## src/rtl/fifo_drain_pkg.sv

```systemverilog
// Shared types for the FIFO drain port: buffer-occupancy state encoding and
// performance-counter width.
package fifo_drain_pkg;

    localparam int unsigned PERF_CNT_W = 32;

    // Encoding doubles as the buffered-entry count (level_o).
    typedef enum logic [1:0] {
        S_EMPTY = 2'd0,
        S_ONE   = 2'd1,
        S_TWO   = 2'd2
    } drain_state_e;

endpackage

```

## src/rtl/drain_sat_counter.sv

```systemverilog
// Saturating event counter used for drain-port stall/starve statistics.
// Only built when FIFO_DRAIN_PERF_EN is defined.
// Ports:
//   clk, rst_n  - clock, synchronous active-low reset (clears count)
//   inc_i       - count one event this cycle
//   cnt_o       - current count, sticks at all-ones
`ifdef FIFO_DRAIN_PERF_EN
module drain_sat_counter
    import fifo_drain_pkg::*;
#(
    parameter int unsigned W = PERF_CNT_W
) (
    input  logic         clk,
    input  logic         rst_n,
    input  logic         inc_i,
    output logic [W-1:0] cnt_o
);

    logic [W-1:0] cnt_q;
    logic [W-1:0] cnt_d;

    // Increment unless already saturated.
    always_comb begin
        cnt_d = cnt_q;
        if (inc_i && (cnt_q != {W{1'b1}})) begin
            cnt_d = cnt_q + W'(1);
        end
    end

    always_ff @(posedge clk) begin
        if (!rst_n) begin
            cnt_q <= '0;
        end else begin
            cnt_q <= cnt_d;
        end
    end

    assign cnt_o = cnt_q;

endmodule
`endif

```

## src/rtl/fifo_drain_port.sv

```systemverilog
// Read-side drain port for the synchronous FIFO. Pops the FIFO head into a
// two-entry buffer (output register + skid register) and presents a
// registered valid/ready stream. The pop never depends on out_ready_i.
// Ports:
//   clk, rst_n     - clock, synchronous active-low reset
//   flush_i        - discard buffered entries (same cycle as FIFO flush)
//   fifo_empty_i   - FIFO empty flag
//   fifo_data_i    - FIFO head data
//   fifo_pop_o     - pop FIFO head this cycle (combinational)
//   out_valid_o    - out_data_o holds a valid entry
//   out_data_o     - output payload (registered)
//   out_ready_i    - consumer accepts this cycle
//   level_o        - entries buffered, 0..2
//   stall_cnt_o    - (FIFO_DRAIN_PERF_EN) cycles valid & ~ready, saturating
//   starve_cnt_o   - (FIFO_DRAIN_PERF_EN) cycles empty buffer & empty FIFO
module fifo_drain_port
    import fifo_drain_pkg::*;
#(
    parameter int unsigned DATA_WIDTH = 32,
    parameter type         dtype      = logic [DATA_WIDTH-1:0]
) (
    input  logic       clk,
    input  logic       rst_n,
    input  logic       flush_i,
    input  logic       fifo_empty_i,
    input  dtype       fifo_data_i,
    output logic       fifo_pop_o,
    output logic       out_valid_o,
    output dtype       out_data_o,
    input  logic       out_ready_i,
    output logic [1:0] level_o
`ifdef FIFO_DRAIN_PERF_EN
    ,
    output logic [PERF_CNT_W-1:0] stall_cnt_o,
    output logic [PERF_CNT_W-1:0] starve_cnt_o
`endif
);

    drain_state_e state_q;
    drain_state_e state_d;
    dtype         out_q;
    dtype         out_d;
    dtype         skid_q;
    dtype         skid_d;
    logic         fire;

    // Pop only from registered state and FIFO/flush/reset; room exists unless full.
    assign fifo_pop_o = rst_n & ~flush_i & ~fifo_empty_i & (state_q != S_TWO);
    assign fire       = (state_q != S_EMPTY) & out_ready_i;

    // Next-state and datapath load selection.
    always_comb begin
        state_d = state_q;
        out_d   = out_q;
        skid_d  = skid_q;
        unique case (state_q)
            S_EMPTY: begin
                if (fifo_pop_o) begin
                    state_d = S_ONE;
                    out_d   = fifo_data_i;
                end
            end
            S_ONE: begin
                if (fire && fifo_pop_o) begin
                    out_d = fifo_data_i;
                end else if (fire) begin
                    state_d = S_EMPTY;
                end else if (fifo_pop_o) begin
                    state_d = S_TWO;
                    skid_d  = fifo_data_i;
                end
            end
            S_TWO: begin
                if (fire) begin
                    state_d = S_ONE;
                    out_d   = skid_q;
                end
            end
            default: begin
                state_d = S_EMPTY;
            end
        endcase
        // Flush drops everything buffered; a fire this cycle has already completed.
        if (flush_i) begin
            state_d = S_EMPTY;
        end
    end

    always_ff @(posedge clk) begin
        if (!rst_n) begin
            state_q <= S_EMPTY;
            out_q   <= '0;
            skid_q  <= '0;
        end else begin
            state_q <= state_d;
            out_q   <= out_d;
            skid_q  <= skid_d;
        end
    end

    assign out_valid_o = (state_q != S_EMPTY);
    assign out_data_o  = out_q;
    assign level_o     = 2'(state_q);

`ifdef FIFO_DRAIN_PERF_EN
    logic stall_inc_c;
    logic starve_inc_c;

    assign stall_inc_c  = out_valid_o & ~out_ready_i;
    assign starve_inc_c = (state_q == S_EMPTY) & fifo_empty_i;

    drain_sat_counter #(.W(PERF_CNT_W)) u_stall_cnt (
        .clk   (clk),
        .rst_n (rst_n),
        .inc_i (stall_inc_c),
        .cnt_o (stall_cnt_o)
    );

    drain_sat_counter #(.W(PERF_CNT_W)) u_starve_cnt (
        .clk   (clk),
        .rst_n (rst_n),
        .inc_i (starve_inc_c),
        .cnt_o (starve_cnt_o)
    );
`endif

endmodule
```

## config.mk

```make
export PLATFORM = sky130hd
export DESIGN_NAME = fifo_drain_port
export DESIGN_NICKNAME = d
export VERILOG_FILES = /design/src/rtl/fifo_drain_pkg.sv /design/src/rtl/drain_sat_counter.sv /design/src/rtl/fifo_drain_port.sv
export SDC_FILE = /design/constraint.sdc
export NUM_CORES = 1
export LEC_CHECK = 0
export ABC_AREA = 1
export BUFFER_PORTS_ARGS = -buffer_cell sky130_fd_sc_hd__buf_2
export CAP_MARGIN = 10
export CELL_PAD_IN_SITES_DETAIL_PLACEMENT = 1
export CELL_PAD_IN_SITES_GLOBAL_PLACEMENT = 2
export CORE_UTILIZATION = 31
export DETAILED_ROUTE_END_ITERATION = 16
export GPL_TIMING_DRIVEN = 0
export PLACE_DENSITY_LB_ADDON = 0.1
export SLEW_MARGIN = 5
export SYNTH_ARGS = -nofsm -noshare
export SYNTH_HDL_FRONTEND = slang
export SYNTH_SLANG_ARGS = --single-unit
```

## constraint.sdc

```tcl
create_clock -name clk -period 3.26 [get_ports clk]
set_input_delay 0.326 -clock clk [delete_from_list [all_inputs] [get_ports clk]]
set_output_delay 0.326 -clock clk [all_outputs]
set_load 0.1 [all_outputs]
```

==> results.md <==
* Num rows at 36
* Hold wc startpoint: fifo_data_i[27]
* CP max stage cell: buf_2
* Clk buf depth at 2
* FMAX at ~0.54 GHz
* Kind of critical path: flop to output pin
* Cell variety after synth at 19
* Ports at 73
* CTS tree: built
* WHS Path Cells at 3
* Detail Route Antenna Nets at 0
* Fillers at roughly 1.3k
* Largest net degree at the start of global routing at 11
* Switching pwr at about 680 uW
* Via Count at 3,062
* RSZ-0062 raised after global routing: false
* Ant diodes at 0
* Synth Register Bits at 66
* Clock root buffer: clkbuf_8
* Clock transition at path regs at 0.07 ns
* Logic pwr share at 0.221
* Post-CTS sizing at 0
* PortBufs at between 70 and 80
* Post-Synthesis Cells at 449
* Synth area leader: dfxtp_1
* DR pass1 iterations at 4
* Net count, final at ~570
* Busiest grt layer: met2
* Vias/cell at 4.57
* DRC Markers at 0
* Worst skew pair latency at between 0.3 and 0.4 ns
* Sequential share of the synthesized area at 0.419
* WP data arrival at approximately 1.5 ns
* Mapped Nets at roughly 500
* Switching Share at 0.337
* Vias in the first global route at 2,884
* Max incr delay on CP at about 0.43 ns
* CP required at 2.93 ns
* First-pass GRT wire length at 14,600 um
* Commonest non-fill, non-tap cells in the layout: 86 x buf_2, 76 x nand2_1, 67 x inv_1
* M3 GR Usage at 0.0407
* CP bufs+invs at 3
* M1 GR Usage at 0.245
* Yosys synthesis warning count at 0
* Die Wd at between 100 and 150 um
* Status: finished, final reports clean
* Core Region at around 9800 um^2
* Tot Pwr at about 2.0 mW
* Worst-margin pin slew at 0.518 ns
* Tot GR Track Use at 0.185
* GP Congestion at between 0.7 and 0.8
* Crit Path Max Fanout at 9
* CP top delay family: buffers and inverters
* Share of cells above drive strength 1 at 0.253
* Leak at 1.84 nW
* Critical register-to-register path startpoint: level_o[0]$_SDFFE_PP0P_
* Tcrit/Tclk final at 0.572
* DP Wirelength at between 6000 and 7000 um
* Final setup TNS at 0 ns
* Initial Util at 0.321
* Endpoint class of the critical path: output pin
* Top-area cell type share of the netlist area at 0.419
* Initial antenna violation count at 0
* CTS H-tree depth at 3
* MaxCap Viol Count at 0
* Seq pwr share at 0.424
* Slew Limit Headroom at 0.655
* Clk pwr share at 0.354
* Levels on crit path at 5
* Most common cell after layout, fill and taps aside: buf_2
* Initial DRC count at 90
* Worst r2r path cells at 10
* Pint at approximately 1.3 mW
* CP Cell Sequence: inv_2, nand2_4, inv_4, nor2_4, buf_2
* Grt ovf at 0
* Top cells by area, synth: dfxtp_1 42%, a21oi_1 10%, o21ai_0 9.7%
* Fin cells at 670
* Synthesis-to-finish area growth at 23.0%
* Final hold violations at 0
* Die Y-Extent at ~100 um
* Wire length per cell at approximately 13 um
* Hold_buf cts at 0
* CTS Buf Count at 9
* PwrDens at 518 nW/um^2
* Placed Cells incl. Taps at 654
* Type of origin of the critical path: flop
* Avg Inst Size Synth at 7.02 um^2
* GR Layer Usage met2 at 0.294
* Post-synthesis cell area at 3150 um^2
* Die area at 10,600 um^2
* Worst Setup SP: level_o[0]$_SDFFE_PP0P_
* Final Critical Period at 1.86 ns
* Clock Skew at 0.00774 ns
* Clock Sink Count at 66
* Worst VDD drop at approximately 0.23 mV
* Hold Crit Class: input pin to flop
* Final setup violation count at 0
* Post-CTS Setup Repair Bufs at 0
* Pins Over Slew Limit at 0
* Post-Route WL at 9030 um
-- cells by family after synthesis --
logic type / synth area share
flip-flops: 0.419
buffers and inverters: 0.146
AND/OR/NAND/NOR: 0.238
AO/OA/AOI/OAI: 0.197
-- sequential cells by signal, summed over array words and instances (netlist names) --
register    cells
skid_q         32
out_data_o     32
level_o         2
-- worst min-delay path: cells and delay by family --
kind	cells	cell delay (ns)
buf+inv	1	0.09
compound gates	1	0.08
simple gates	1	0.08
-- path summary, 6_finish.rpt --
| path | end | slack (ns) |
|---|---|---|
| worst max-delay path | fifo_pop_o | 1.40 |
| worst min-delay path | skid_q[27]$_SDFFE_PN0P_ | 0.26 |
| worst max register to register | out_data_o[28]$_SDFFE_PN0P_ | 1.66 |
| worst min register to register | skid_q[6]$_SDFFE_PN0P_ | 0.45 |
-- per-stage QoR --
stage               setup WS [ns]  utilization  cell area [um^2]  hold WS (ns)
finish                       1.40        0.395              3880         0.261
global route                 1.30        0.395              3880         0.275
CTS                          1.35        0.395              3880         0.246
detailed placement           1.55        0.375              3680         0.442
global placement             1.59        0.375              3680         0.434
floorplan                   0.723            -              3150         0.425
-- cell type report --
type	instances	area (um^2)	area share
multi-input cells	280	1370	0.354
flip-flops and latches	66	1320	0.341
repair buffers	72	360	0.0930
inverters	70	265	0.0684
plain buffers	33	194	0.0500
well taps	133	166	0.0429
clock buffers	14	163	0.0420
clock inverters	2	35.0	0.00904
-- per-layer routing --
metal | share of wire | vias up | wire [um]
met4 | 0.0086 | 0 | 78
li1 | - | 1581 | -
met1 | 0.49 | 1423 | 4390
met5 | 0 | - | 0
met2 | 0.47 | 52 | 4260
met3 | 0.033 | 6 | 299
-- power by group through the flow --
stage,logic [mW],clock network (mW),registers [mW]
final,0.444,0.711,0.852
after global routing,0.478,0.776,0.855
after CTS,0.450,0.739,0.852
after detailed placement,0.449,0,0.871
after global placement,0.444,0,0.869
after floorplan,0.138,0,1.09
-- cells in the mapped netlist --
master / instances
buf_4: 1
nand2_2: 2
nand2_1: 76
o21ai_0: 61
nor2_1: 40
clkbuf_2: 3
buf_6: 6
dfxtp_1: 66
inv_1: 67
nand3_2: 20
nand2_4: 1
a21oi_1: 63
buf_2: 14
inv_4: 1
clkbuf_1: 9
nand3_1: 15
inv_2: 2
nor2_4: 1
nor3_1: 1
Note: power is estimated with default switching activity, not from simulation.
